[config.mk]
export PLATFORM = sky130hd
export DESIGN_NAME = mmio_uart_tx
export DESIGN_NICKNAME = d
export VERILOG_FILES = /design/src/rtl/mmio_uart_tx.sv
export SDC_FILE = /design/constraint.sdc
export NUM_CORES = 1
export LEC_CHECK = 0
export ABC_AREA = 1
export ABC_CLOCK_PERIOD_IN_PS = 4800
export CORE_AREA = 3 3 102 104
export CTS_CLUSTER_DIAMETER = 80
export DETAILED_ROUTE_END_ITERATION = 8
export DIE_AREA = 0 0 105 107
export PLACE_DENSITY = 0.8
export SETUP_SLACK_MARGIN = 0.5
export SLEW_MARGIN = 20
export SYNTH_ARGS = -nofsm -noshare
export SYNTH_HDL_FRONTEND = slang
export SYNTH_SLANG_ARGS = --single-unit
[constraint.sdc]
create_clock -name clk -period 4.8 [get_ports clk]
set_input_delay 0.96 -clock clk [delete_from_list [all_inputs] [get_ports clk]]
set_output_delay 0.96 -clock clk [all_outputs]
set_load 0.05 [all_outputs]
[src/rtl/mmio_uart_tx.sv]
// Memory-mapped UART transmitter: TXDATA stores feed a byte FIFO, a serializer
// drains it as 8N1 frames on tx, and STATUS is polled with one-cycle read latency.
module mmio_uart_tx #(
    parameter int CLKS_PER_BIT = 4,
    parameter int FIFO_DEPTH   = 8
) (
    input  logic        clk,
    input  logic        rst,
    input  logic [31:0] addr,
    input  logic        chip_select,
    input  logic [1:0]  op,
    input  logic [31:0] data_i,
    output logic [31:0] data_o,
    output logic        tx
);

    localparam int PW = (FIFO_DEPTH > 1) ? $clog2(FIFO_DEPTH) : 1;
    localparam int CW = PW + 1;
    localparam int TW = (CLKS_PER_BIT > 1) ? $clog2(CLKS_PER_BIT) : 1;

    localparam logic [1:0] OP_READ   = 2'b01;
    localparam logic [1:0] OP_WRITE  = 2'b10;
    localparam logic [1:0] SEL_TXDATA = 2'd0;
    localparam logic [1:0] SEL_STATUS = 2'd1;

    typedef enum logic [1:0] {
        IDLE  = 2'd0,
        START = 2'd1,
        DATA  = 2'd2,
        STOP  = 2'd3
    } state_t;

    // Bus decode
    logic       rd_en;
    logic       wr_en;
    logic [1:0] reg_sel;

    assign rd_en   = chip_select && (op == OP_READ);
    assign wr_en   = chip_select && (op == OP_WRITE);
    assign reg_sel = addr[3:2];

    logic unused_bus_bits;
    assign unused_bus_bits = ^{addr[31:4], addr[1:0], data_i[31:8]};

    // FIFO state
    logic [7:0]    mem_q [FIFO_DEPTH];
    logic [PW-1:0] wr_ptr_q, wr_ptr_d;
    logic [PW-1:0] rd_ptr_q, rd_ptr_d;
    logic [CW-1:0] count_q, count_d;
    logic          ovf_q, ovf_d;

    logic full;
    logic empty;
    logic push_req;
    logic push_ok;
    logic pop;

    assign full     = (count_q == CW'(FIFO_DEPTH));
    assign empty    = (count_q == '0);
    assign push_req = wr_en && (reg_sel == SEL_TXDATA);
    // A pop on the same edge frees a slot, so a write to a full FIFO still lands.
    assign push_ok  = push_req && (!full || pop);

    always_comb begin
        wr_ptr_d = wr_ptr_q;
        rd_ptr_d = rd_ptr_q;
        count_d  = count_q;
        ovf_d    = ovf_q;
        if (push_ok) begin
            wr_ptr_d = wr_ptr_q + PW'(1);
        end
        if (pop) begin
            rd_ptr_d = rd_ptr_q + PW'(1);
        end
        case ({push_ok, pop})
            2'b10:   count_d = count_q + CW'(1);
            2'b01:   count_d = count_q - CW'(1);
            default: count_d = count_q;
        endcase
        if (wr_en && (reg_sel == SEL_STATUS)) begin
            ovf_d = 1'b0;
        end else if (push_req && !push_ok) begin
            ovf_d = 1'b1;
        end
    end

    // Serializer state
    state_t        state_q, state_d;
    logic [TW-1:0] timer_q, timer_d;
    logic [2:0]    idx_q, idx_d;
    logic [7:0]    shift_q, shift_d;
    logic          tx_q, tx_d;
    logic          bit_done;
    logic          busy;

    assign bit_done = (timer_q == TW'(CLKS_PER_BIT - 1));
    assign busy     = (state_q != IDLE);

    always_comb begin
        state_d = state_q;
        timer_d = timer_q;
        idx_d   = idx_q;
        shift_d = shift_q;
        tx_d    = tx_q;
        pop     = 1'b0;
        case (state_q)
            IDLE: begin
                tx_d = 1'b1;
                if (!empty) begin
                    pop     = 1'b1;
                    shift_d = mem_q[rd_ptr_q];
                    state_d = START;
                    timer_d = '0;
                    tx_d    = 1'b0;
                end
            end
            START: begin
                if (bit_done) begin
                    timer_d = '0;
                    idx_d   = 3'd0;
                    state_d = DATA;
                    tx_d    = shift_q[0];
                end else begin
                    timer_d = timer_q + TW'(1);
                end
            end
            DATA: begin
                if (bit_done) begin
                    timer_d = '0;
                    if (idx_q == 3'd7) begin
                        state_d = STOP;
                        tx_d    = 1'b1;
                    end else begin
                        shift_d = {1'b0, shift_q[7:1]};
                        idx_d   = idx_q + 3'd1;
                        tx_d    = shift_q[1];
                    end
                end else begin
                    timer_d = timer_q + TW'(1);
                end
            end
            STOP: begin
                if (bit_done) begin
                    timer_d = '0;
                    // Chain straight into the next start bit so frames have no gap.
                    if (!empty) begin
                        pop     = 1'b1;
                        shift_d = mem_q[rd_ptr_q];
                        state_d = START;
                        tx_d    = 1'b0;
                    end else begin
                        state_d = IDLE;
                        tx_d    = 1'b1;
                    end
                end else begin
                    timer_d = timer_q + TW'(1);
                end
            end
            default: begin
                state_d = IDLE;
                timer_d = '0;
                tx_d    = 1'b1;
            end
        endcase
    end

    // Read data reflects pre-edge state
    logic [31:0] rd_data;
    logic [31:0] data_o_q;

    always_comb begin
        rd_data = 32'd0;
        if (reg_sel == SEL_STATUS) begin
            rd_data = {28'd0, ovf_q, busy, empty, full};
        end
    end

    always_ff @(posedge clk) begin
        if (rst) begin
            wr_ptr_q <= '0;
            rd_ptr_q <= '0;
            count_q  <= '0;
            ovf_q    <= 1'b0;
            state_q  <= IDLE;
            timer_q  <= '0;
            idx_q    <= 3'd0;
            tx_q     <= 1'b1;
            data_o_q <= 32'd0;
        end else begin
            wr_ptr_q <= wr_ptr_d;
            rd_ptr_q <= rd_ptr_d;
            count_q  <= count_d;
            ovf_q    <= ovf_d;
            state_q  <= state_d;
            timer_q  <= timer_d;
            idx_q    <= idx_d;
            tx_q     <= tx_d;
            if (rd_en) begin
                data_o_q <= rd_data;
            end
        end
    end

    // Byte storage and shift register carry data only; pointers gate their meaning.
    always_ff @(posedge clk) begin
        if (push_ok) begin
            mem_q[wr_ptr_q] <= data_i[7:0];
        end
        shift_q <= shift_d;
    end

    assign data_o = data_o_q;
    assign tx     = tx_q;

endmodule
---- Word-level counts from Yosys, hierarchy flattened ----
Memory sizes are Yosys's and may differ from the RTL's. A register that Yosys moved wholly into a read port is not among the register bits.
Index checks and enable logic that the tools add are counted.
storage, ports and cells
  flip-flop bits (word level) ............. 59
  memory bits (writable) .................. 64
  bits of input ports ..................... 69
  output and inout bits ................... 33
  word-level logic and storage cells ...... 90
  memories ................................ 1
memory list
  memory  depth  width  rd ports  clocked after memory_dff  write ports  line  RTL
  mem_q   8      8      1         1                         1            46    logic [7:0] mem_q [FIFO_DEPTH];
cells by class
  add/subtract/negate cells ............... 6
  eq/ne operators ......................... 17
  multiplexer cells ....................... 34
  reductions and logical operators ........ 22
operators with widths
  operator                                          count
  two-way mux 8 bit                                 4
  one-hot mux 8 bit (3 select lines)                1
  two-way mux 3 bit                                 5
  two-way mux 2 bit                                 7
  inequality test 2 bit, second input constant      6
  == test 2 bit, second input constant              5
  two-way mux 1 bit                                 10
  adder 3 x 1 -> 3 bit, second input constant       3
  == test 2 x 1 -> 1 bit, second input constant     4
  one-hot mux 2 bit (4 select lines)                1
  one-hot mux 4 bit (2 select lines)                1
  AND reduction 4 bit                               2
  logical AND 1 bit                                 6
  one-hot mux 3 bit (2 select lines)                1
  nonzero test 2 bit                                3
  AND reduction 5 bit                               1
  adder 4 x 1 -> 4 bit, second input constant       1
  == test 4 bit, second input constant              1
  zero test 2 bit                                   2
  zero test 4 bit                                   1
  two-way mux 4 bit                                 1
  one-hot mux 1 bit (4 select lines)                1
  one-hot mux 2 bit (2 select lines)                1
  subtractor 4 x 1 -> 4 bit, second input constant  1
  9 further kinds                                   10

---- Logic depth before layout (Yosys ltp) ----
Gate-level depths: netlist of run 1.
  word-level depth ........................ 8
  gate-level depth with buffers ........... 17
  gate-level depth less buffers ........... 17

---- Worst setup path before layout of run 1 ----
No wires, ideal clock.
  path type ............................... input -> register
  start point ............................. input op[1]
  end point ............................... register count_q[2]
  library setup time ...................... 0.115 ns
  arrival ................................. 2.394 ns
  required time ........................... 4.685 ns
  path slack .............................. 2.291 ns
  cell stages on the path ................. 13
  path buffers ............................ 0
  path through ............................ inv_1 -> nor2_1 -> nand2_1 -> nor3_4 -> nand2_4 -> ha_1 -> nor2_1 -> nor2_2 -> ha_1 -> a21oi_1 -> xnor2_1 -> o21ai_0 -> inv_1
between the ends
  word-level cells in the longest chain between the ends .. 6
  elaborated cells between the ends (all ways) .. 8
RTL lines
  element                                                                          line  RTL
  start: declaration                                                               11    input logic [1:0] op,
  == test 2 bit (*)                                                                39    assign wr_en = chip_select && (op == OP_WRITE);
  logical AND 1 bit (*)                                                            39
  logical AND 1 bit (*)                                                            60    assign push_req = wr_en && (reg_sel == SEL_TXDATA);
  logical AND 1 bit (*)                                                            62    assign push_ok = push_req && (!full || pop);
  == test 2 x 1 -> 1 bit / == test 2 bit (equally long branches)                   75    case ({push_ok, pop})
  one-hot mux 4 bit (2 select lines) / nonzero test 2 bit (equally long branches)  --
  end signal: assignment                                                           192   count_q <= count_d;
  end: declaration                                                                 49    logic [CW-1:0] count_q, count_d;
Every way passes the cells marked *; elsewhere a longest branch is shown, timed or not.
A chain may end at the register's enable or synchronous reset.

---- Final worst setup path of run 1 ----
  start point ............................. input op[1]
  end point ............................... memory mem_q[6][6] (enable)
between the ends
  word-level cells in the longest chain between the ends .. 6
RTL lines
  element                                  line  RTL
  == test 2 bit                            39
  logical AND 1 bit                        39
  logical AND 1 bit                        60
  logical AND 1 bit                        62
  two-way mux 1 bit                        206   if (push_ok) begin
  two-way mux 1 bit (implied by the code)  207   mem_q[wr_ptr_q] <= data_i[7:0];
  end: declaration                         46
Every way passes these cells.

==> results of run 1 <==
[worst register-to-register path, delay by kind of cell, from the launching register on]
family / cells / cell delay [ps]
AND/OR/NAND/NOR: 5 / 1090
buffers and inverters: 3 / 320
flip-flops: 1 / 440
adder cells (fa/ha/maj): 1 / 360
[layout by cell type, fill, tap and decap left out, drive strengths merged, types with 2 or more instances in the layout]
cell / instances
o211ai: 8
nor3: 5
ha: 13
o221ai: 8
clkinvlp: 2
a21oi: 18
edfxtp: 72
nand2: 52
nand3: 20
a31oi: 3
conb: 28
nand4: 2
o21ai: 46
dfxtp: 26
a22oi: 2
clkdlybuf4s50: 19
nor2: 71
clkbuf: 9
inv: 31
[final timing paths]
kind / start / end / cells after the start
setup / recovery: op[1] / mem_q[6][6] / 9
hold / removal: rd_ptr_q[2] / flop / 2
setup reg to reg: state_q[0] / mem_q[6][6] / 9
hold reg to reg: rd_ptr_q[2] / flop / 2
[layer usage]
metal  GRT usage (%)  routed length (um)  up-vias
met3           3.853                 529       19
met1           18.16                3533     1397
li1                -                   -     1441
met5               0                   0        -
met4           7.873                 229        0
met2           24.70                3875      119
[state kept, by name, summed over array words and instances (netlist names), named ones only]
register and count:
count_q 4, data_o 4, idx_q 3, mem_q 64
ovf_q 1, rd_ptr_q 3, shift_q 8, state_q 2
timer_q 2, tx 1, wr_ptr_q 3
[per-stage QoR]
stage / power, W / std cells
floorplan: 0.001742 / 445
global placement: 0.001874 / 558
detailed placement: 0.001913 / 558
CTS: 0.002464 / 574
global route: 0.002633 / 574
finish: 0.002470 / 574
[cells by family after synthesis]
group           share of synthesized area, %
buf+inv                                8.433
other cells                          0.08539
flops                                  61.08
simple gates                           15.10
xor+xnor                              0.3989
compound gates                         11.20
fa+ha+maj                              3.704
[synthesized netlist by cell type, types with 2 or more instances]
master	number
nand2_1	48
nor3_1	3
o21ai_0	43
o221ai_1	8
dfxtp_1	26
nor2_1	67
edfxtp_1	72
clkbuf_1	3
a22oi_1	2
nand3_2	2
nand3_1	18
nor2_2	4
inv_1	22
inv_2	5
nand4_1	2
a31oi_1	3
o211ai_1	8
nand2_2	3
a21oi_1	17
ha_1	13
buf_4	29
buf_2	7
o21ai_1	2
[power groups by stage]
stage / logic [W] / registers [W] / clock network [W]
2_1_floorplan: 0.000644 / 0.00110 / 0
3_3_place_gp: 0.000730 / 0.00114 / 0
3_5_place_dp: 0.000763 / 0.00115 / 0
4_1_cts: 0.000773 / 0.00113 / 0.000559
5_1_grt: 0.000881 / 0.00115 / 0.000598
6_report: 0.000781 / 0.00113 / 0.000556
[area by class of cell]
cell class	count	area, um2	share of cell area (%)
Tap cell	133	166.4	3.466
Clock inverter	7	82.58	1.720
Inverter	27	101.3	2.111
Sequential cell	98	2684	55.90
Multi-Input combinational cell	280	1445	30.10
Clock buffer	9	123.9	2.580
Timing Repair Buffer	20	197.7	4.118
==> results.toml, run 1 <==
[setup_path]
cp_num_buf_inv = 3
critPathTopFamily = "simple AND/OR/NAND/NOR gates"
r2r_setup_slack_ps = 2230
cp-start-kind = "input pin"
cpPeakStageDelay_ps = 710
crit_path_max_fanout = 8
crit_type = "input pin to flop"
worstPathRequired_ps = 4800
path_cells = "clkdlybuf4s50_1 -> inv_1 -> nor2_1 -> nand2_1 -> nor3_4 -> nand2_4 -> inv_2 -> nand2_2 -> nor2_1"
worst_path_max_delay_cell = "nor2_1"
cpMostUsedCell = "nor2_1"
worst_setup_path_end_kind = "flop"
arrival_ps = 2880

[min_path]
worst_hold_path_type = "flop to flop"

[pwr]
p_leak_nw = 1.758
power_frac_comb_pct = 31.6
power_switching_share_pct = 38.24
p_seq_share_pct = 45.9
power_switching_w = 0.0009445
clock_power_share_pct = 22.5
cellPowerDensity_nw_per_um2 = 514.5
vdd_drop_max_mv = 0.2805
p_int_w = 0.001526

[sta]
setup_tns_ps = 0
final-max-slew-violation-count = 0
min_period_over_period_pct = 60.00
rsz0062_at_grt = "no"
worst-slew-pin-transition_ps = 954.1
setup_viol = 0
fmax_ghz = 0.3472
finClkSkew_ps = 13.15
relSlewSlack_pct = 36.16
min_period_ps = 2880
whs_ps = 454.5
hold_viol_final = 0
setup_slack_ps = 1920

[synth]
yosys_register_bits = 98
synth_top_cell_area_share_pct = 49.23
synth.yosys.seq_area_share_pct = 61.08
synthCells = 418
synth-main-ff-cell = "edfxtp_1"
synth_warnings = 0
synth_edf_count = 72
async_reset_ff_share_pct = 0
synth_top_area_cell = "edfxtp_1"
synth_cell_types = 34
synth_area_um2 = 4392
avgSynthCellArea_um2 = 10.51
synth_area_leaders = "edfxtp_1 49%, dfxtp_1 12%, nor2_1 5.7%"

[die]
fp.coreArea_um2 = 9639
die_area_um2 = 11240
pin_count = 102
dieHeight_um = 107
die_x_um = 105
std_cell_rows = 36
initial_core_util_pct = 45.56

[clock_tree]
post-cts-setup-buffer-count = 0
h-tree-depth = 3
cts_tree = "built"
cts-buffers-inserted = 9
insertion_delay_ps = 370
path_clk_slew_ps = 100
ctsHoldBuffers = 0
root_buffer = "clkbuf_8"
clk_path_buf_depth = 2
clkSinkCount = 98
cts-resized-gates = 0

[detailed_routing]
vias = 2976
post-route-drc-count = 0
drt.antenna.violating_nets = 0
wl_per_cell_um = 14.23
drt-total-wl_um = 8167
via_per_inst = 5.185
drt_iter0_drc = 284
firstDrtPassIters = 5

[placement]
placed_area_um2 = 4593
dp_hpwl_um = 5276
portBuffers = 19
gp_congestion = 0.8436
place_ws_ps = 1551

[outcome]
outcome = "finished, final reports clean"

[grt]
grt_overflow_total = 0
grt_pass1_wl_um = 13150
grt_usage_pct = 14.99
grt_pass1_vias = 2744
grt_start_max_net_pins = 34
antenna_found_initial = 0

[cells_and_area]
layout-drive-gt1-share_pct = 8.844
nets = 518
antennaDiodeCount = 0
area_delta_synth_final_pct = 9.316
fin_util_pct = 49.81
nFillCells = 826
fin_area_um2 = 4801

[run]
drv_cap = 0
Note: power is estimated with default switching activity, not from simulation.
==> inputs of run 2 (changes only) <==
- ABC_CLOCK_PERIOD_IN_PS: 4800 -> 2500
- CORE_AREA: 3 3 102 104 -> 3 3 103 105
- DIE_AREA: 0 0 105 107 -> 0 0 106 108
- PLACE_DENSITY: 0.8 -> 0.82
- clock period: 4.8 -> 2.5 ns (I/O delays scaled with it)
==> run 2 against run 1 <==
  * Final cell count increased by 5.2%
  * Critical path depth rose by 6
  * Non-clock buffer count increased by 30
  * Via count rose by 5.9%
  * Clock-buffer cell count is 2 higher
  * Setup slack lost 1400 ps
  * Register-to-register slack got worse by 1700 ps
  * Clock power up 62%
  * Combinational power up 140%
  * Critical endpoint is now count_q[2]
==> results.toml, run 2 (synthesized netlist as in run 1, its figures left out) <==
[clock_tree]
cts-buffers-inserted = 9
ctsHoldBuffers = 0
clk_path_buf_depth = 2
path_clk_slew_ps = 100
insertion_delay_ps = 370
clkSinkCount = 98
cts_tree = "built"
root_buffer = "clkbuf_8"
h-tree-depth = 3

[placement]
portBuffers = 19
placed_area_um2 = 4737
gp_congestion = 0.8163
dp_hpwl_um = 5561

[detailed_routing]
firstDrtPassIters = 5
drt-total-wl_um = 8813
post-route-drc-count = 0
wl_per_cell_um = 14.59
drt_iter0_drc = 172
via_per_inst = 5.219
drt.antenna.violating_nets = 0
vias = 3152

[die]
std_cell_rows = 36
pin_count = 102
die_area_um2 = 11450
die_x_um = 106
initial_core_util_pct = 45.14
fp.coreArea_um2 = 9729
dieHeight_um = 108

[setup_path]
crit_type = "flop to flop"
reg2reg_depth = 15
crit_path_max_fanout = 3
worst_setup_path_end_kind = "flop"
cp-start-kind = "flop"
arrival_ps = 2270
worstPathRequired_ps = 2780

[grt]
top_usage_layer = "met2"
gr-usage-met3_pct = 2.866
grt_pass1_wl_um = 14080
antenna_found_initial = 0
grt_start_max_net_pins = 34
grt_usage_pct = 15.66
grt_use_met1_pct = 18.80
grt_pass1_vias = 2997
grt_overflow_total = 0
grt_util_met2_pct = 27.78

[cells_and_area]
fin_util_pct = 52.70
final_common_cell = "edfxtp_1"
antennaDiodeCount = 0
area_delta_synth_final_pct = 16.75
nets = 548
layout-drive-gt1-share_pct = 20.17
nFillCells = 798
largest_reg_flops = 64
mostFrequentLayoutCells = "72 x edfxtp_1, 65 x nor2_1, 43 x nand2_1"
largest-register = "mem_q"
fin_area_um2 = 5127
largestRegisters = "mem_q: 64 flops, shift_q: 8 flops"

[min_path]
worst_hold_path_type = "flop to flop"
whs_path_depth = 1

[sta]
worst-slew-pin-transition_ps = 505.9
fmax_ghz = 0.5015
setup_viol = 0
relSlewSlack_pct = 66.22
hold_viol_final = 0
setup_tns_ps = 0
min_period_over_period_pct = 79.76
rsz0062_at_grt = "yes"
finClkSkew_ps = 15.93
whs_ps = 470.2
final-max-slew-violation-count = 0
min_period_ps = 1994

[outcome]
outcome = "finished, final reports clean"

[pwr]
vdd_drop_max_mv = 0.4354
p_int_w = 0.003002
p_total_w = 0.004897
clock_power_share_pct = 18.4
power_frac_comb_pct = 38.6
power_switching_w = 0.001895
cellPowerDensity_nw_per_um2 = 955.0
p_leak_nw = 1.929
p_seq_share_pct = 43.0
power_switching_share_pct = 38.70

[run]
drv_cap = 0
## run 2: changes by cell type in the layout (fill, tap and decap cells not counted), moves of 6 or more
cell | previous run | this run
buf_4 | 1 | 30
clkdlybuf4s50_1 | 19 | 11
inv_1 | 22 | 14
ha_1 | 13 | 7
dlygate4sd2_1 | 0 | 7
## run 2: power by group through the flow
stage	clock (W)	sequential [W]	combinational, W
finish	0.000903	0.00210	0.00189
global route	0.000986	0.00212	0.00211
CTS	0.000924	0.00209	0.00177
detailed placement	0	0.00211	0.00168
global placement	0	0.00210	0.00161
floorplan	0	0.00211	0.00129
## run 2: stage by stage
stage | worst slack, ps | std cells
after detailed placement | -35.84 | 572
final | 506.0 | 604
after global placement | 36.90 | 572
after CTS | 503.0 | 602
after floorplan | 505.7 | 445
after global routing | 377.8 | 604
## run 2: final timing paths
path,slack [ps],start,to
hold reg to reg,470,timer_q[0],timer_q[0]
hold / removal,470,timer_q[0],timer_q[0]
setup reg to reg,510,state_q[1],count_q[2]
setup / recovery,510,state_q[1],count_q[2]
## run 2: metal layers
metal / routed length [um] / up-vias
met5: 0 / -
met4: 189 / 0
met3: 572 / 19
met2: 4481 / 128
met1: 3571 / 1503
li1: - / 1502
## run 2: layout make-up
class / instances / area [um2] / area share (%)
repair buffers: 50 / 417.9 / 8.150
well taps: 133 / 166.4 / 3.245
multi-input cells: 280 / 1569 / 30.60
clock inverters: 5 / 37.54 / 0.7321
clock buffers: 11 / 131.4 / 2.562
inverters: 27 / 111.4 / 2.172
flip-flops and latches: 98 / 2694 / 52.54
## run 2: critical path: stages, from the launching register on
cell and delay (ps):
dfxtp_4 400, ha_4 160, inv_4 40, o21ai_4 170, nand2_2 100, nand2_4 80
nand2_4 50, ha_4 180, nand2_4 80, inv_2 50, nor2_4 110, ha_4 140
a21oi_2 30, xnor2_1 130, o21ai_1 120, inv_1 40
## run 2: repair_timing
action                                  in CTS  in global routing
resized for setup                           24                 23
pin swaps                                   11                 17
buffers inserted                            14                  2
endpoints found under the setup margin      19                 37
==> inputs of run 3 (changes only) <==
- ABC_CLOCK_PERIOD_IN_PS: 2500 -> 1900
- CORE_AREA: 3 3 103 105 -> 3 3 102 104
- DIE_AREA: 0 0 106 108 -> 0 0 105 107
- PLACE_DENSITY: 0.82 -> 0.8
- clock period: 2.5 -> 1.9 ns (I/O delays scaled with it)
==> run 3 against run 2 <==
  * The run now ends with negative setup slack left
  * Die area fell by 1.9%
  * Critical path depth stayed put
  * Register-to-register slack worse by 590 ps
  * Clock power grew 36%
  * Setup slack worse by 590 ps
  * Via count rose by 4.0%
  * Clock skew shrank 7.8 ps
  * Utilization up 7.7 points
  * First-iteration DRC count up 59%
  * Critical path type unchanged
  * Critical endpoint unchanged
==> results.toml, run 3 (synthesized netlist as in run 1, its figures left out) <==
[setup_path]
r2r-start = "state_q[0]"
crit_type = "flop to flop"
r2r_setup_slack_ps = -90
worstPathRequired_ps = 2170
cp-start-kind = "flop"
reg2reg_depth = 15
arrival_ps = 2260
worst_setup_path_end_kind = "flop"
r2r-end = "count_q[2]"
crit_path_max_fanout = 5

[cells_and_area]
layout-drive-gt1-share_pct = 33.74
nets = 572
mostFrequentLayoutCells = "72 x edfxtp_1, 54 x nor2_1, 39 x nand2_1"
largest_reg_flops = 64
antennaDiodeCount = 0
largest-register = "mem_q"
final_common_cell = "edfxtp_1"
largestRegisters = "mem_q: 64 flops, shift_q: 8 flops"
fin_cells = 628
area_delta_synth_final_pct = 32.56

[sta]
min_period_ps = 1988
fmax_ghz = 0.5029
min_period_over_period_pct = 104.7
setup_slack_ps = -88.42
hold_viol_final = 0
rsz0062_at_grt = "yes"
finClkSkew_ps = 8.110
final-max-slew-violation-count = 0
setup_viol = 59

[clock_tree]
clkSinkCount = 98
root_buffer = "clkbuf_8"
h-tree-depth = 3
cts-buffers-inserted = 9
clk_path_buf_depth = 2
insertion_delay_ps = 380
cts_tree = "built"
ctsHoldBuffers = 0
path_clk_slew_ps = 90

[die]
die_area_um2 = 11240
fp.coreArea_um2 = 9639
dieHeight_um = 107
std_cell_rows = 36
die_x_um = 105
pin_count = 102
initial_core_util_pct = 45.56

[detailed_routing]
drt-total-wl_um = 10340
wl_per_cell_um = 16.46
firstDrtPassIters = 5
post-route-drc-count = 0
drt.antenna.violating_nets = 0
vias = 3278
drt_iter0_drc = 274
via_per_inst = 5.220

[placement]
place_ws_ps = -479.5
portBuffers = 19
dp_hpwl_um = 5916
gp_congestion = 0.8357
dp.cells = 586

[pwr]
cellPowerDensity_nw_per_um2 = 1272
p_total_w = 0.007403
vdd_drop_max_mv = 0.7924
p_leak_nw = 2.152

[min_path]
whs_path_depth = 2
holdPathEnd = "data_o[1]"
min_from = "data_o[1]"
worst_hold_path_type = "flop to flop"

[grt]
grt_overflow_total = 0
grt_start_max_net_pins = 33
antenna_found_initial = 0
grt_pass1_wl_um = 15210
grt_usage_pct = 17.40
grt_pass1_vias = 3187

[run]
drv_cap = 0

[outcome]
outcome = "complete, but fails checks"
violations = "negative setup slack"
## run 3: changes by cell type in the layout (fill, tap and decap cells not counted), sizes merged
cell,change
clkdlybuf4s50,+2
clkdlybuf4s15,-1
dlygate4sd2,-6
buf,+29
clkbuf,-2
clkinv,+2
## run 3: power breakdown
part,switching (W),internal [W]
logic,0.00206,0.00137
clock network,0.000743,0.000487
registers,0.000149,0.00259
total,0.00295,0.00445
## run 3: metal layers
metal	GRT usage, %	part of all wire, %
met5	0	0
met4	8.435	2.2
met3	3.733	5.7
met2	30.71	53
met1	20.11	39
## run 3: worst max path at each step
stage | startpoint | to | slack, ps
after floorplan | state_q[1] | count_q[2] | 9
after global placement | op[1] | count_q[2] | -380
after detailed placement | op[1] | count_q[2] | -480
after CTS | state_q[0] | count_q[2] | -30
after global routing | state_q[0] | count_q[2] | -170
final | state_q[0] | count_q[2] | -90
## run 3: worst max-delay path, stage by stage, from the launching register on
cell     delay, ps
dfxtp_4        400
ha_4           150
inv_4           40
o21ai_4        180
nand2_4         80
nand2_4         80
nand2_4         60
ha_4           190
nand2_4         80
inv_4           30
nor2_4         120
ha_4           150
a21oi_2         30
xnor2_1        120
o21ai_1        120
inv_1           60
## run 3: through the flow
step	hold WS [ps]	setup TNS (ps)	cell area [um2]	utilization, %
detailed placement	461.2	-25800	5057	52.47
global route	499.1	-5285	5822	60.40
finish	472.5	-1723	5822	60.40
floorplan	433.4	0	4664	-
CTS	470.4	-32.84	5494	57.00
global placement	445.8	-20100	5057	52.47
## run 3: repair_timing
action,in CTS,in global routing
pin swaps,17,20
resized for setup,73,60
gates cloned,0,0
buffers inserted,13,13
setup endpoints to repair,100,102
## run 3: cell type report
cell class              count  area (um2)
clock buffers               9       123.9
clock inverters             7       53.80
fillers                   687        3817
inverters                  27       123.9
multi-input cells         280        1889
flip-flops and latches     98        2696
well taps                 133       166.4
repair buffers             74       768.2
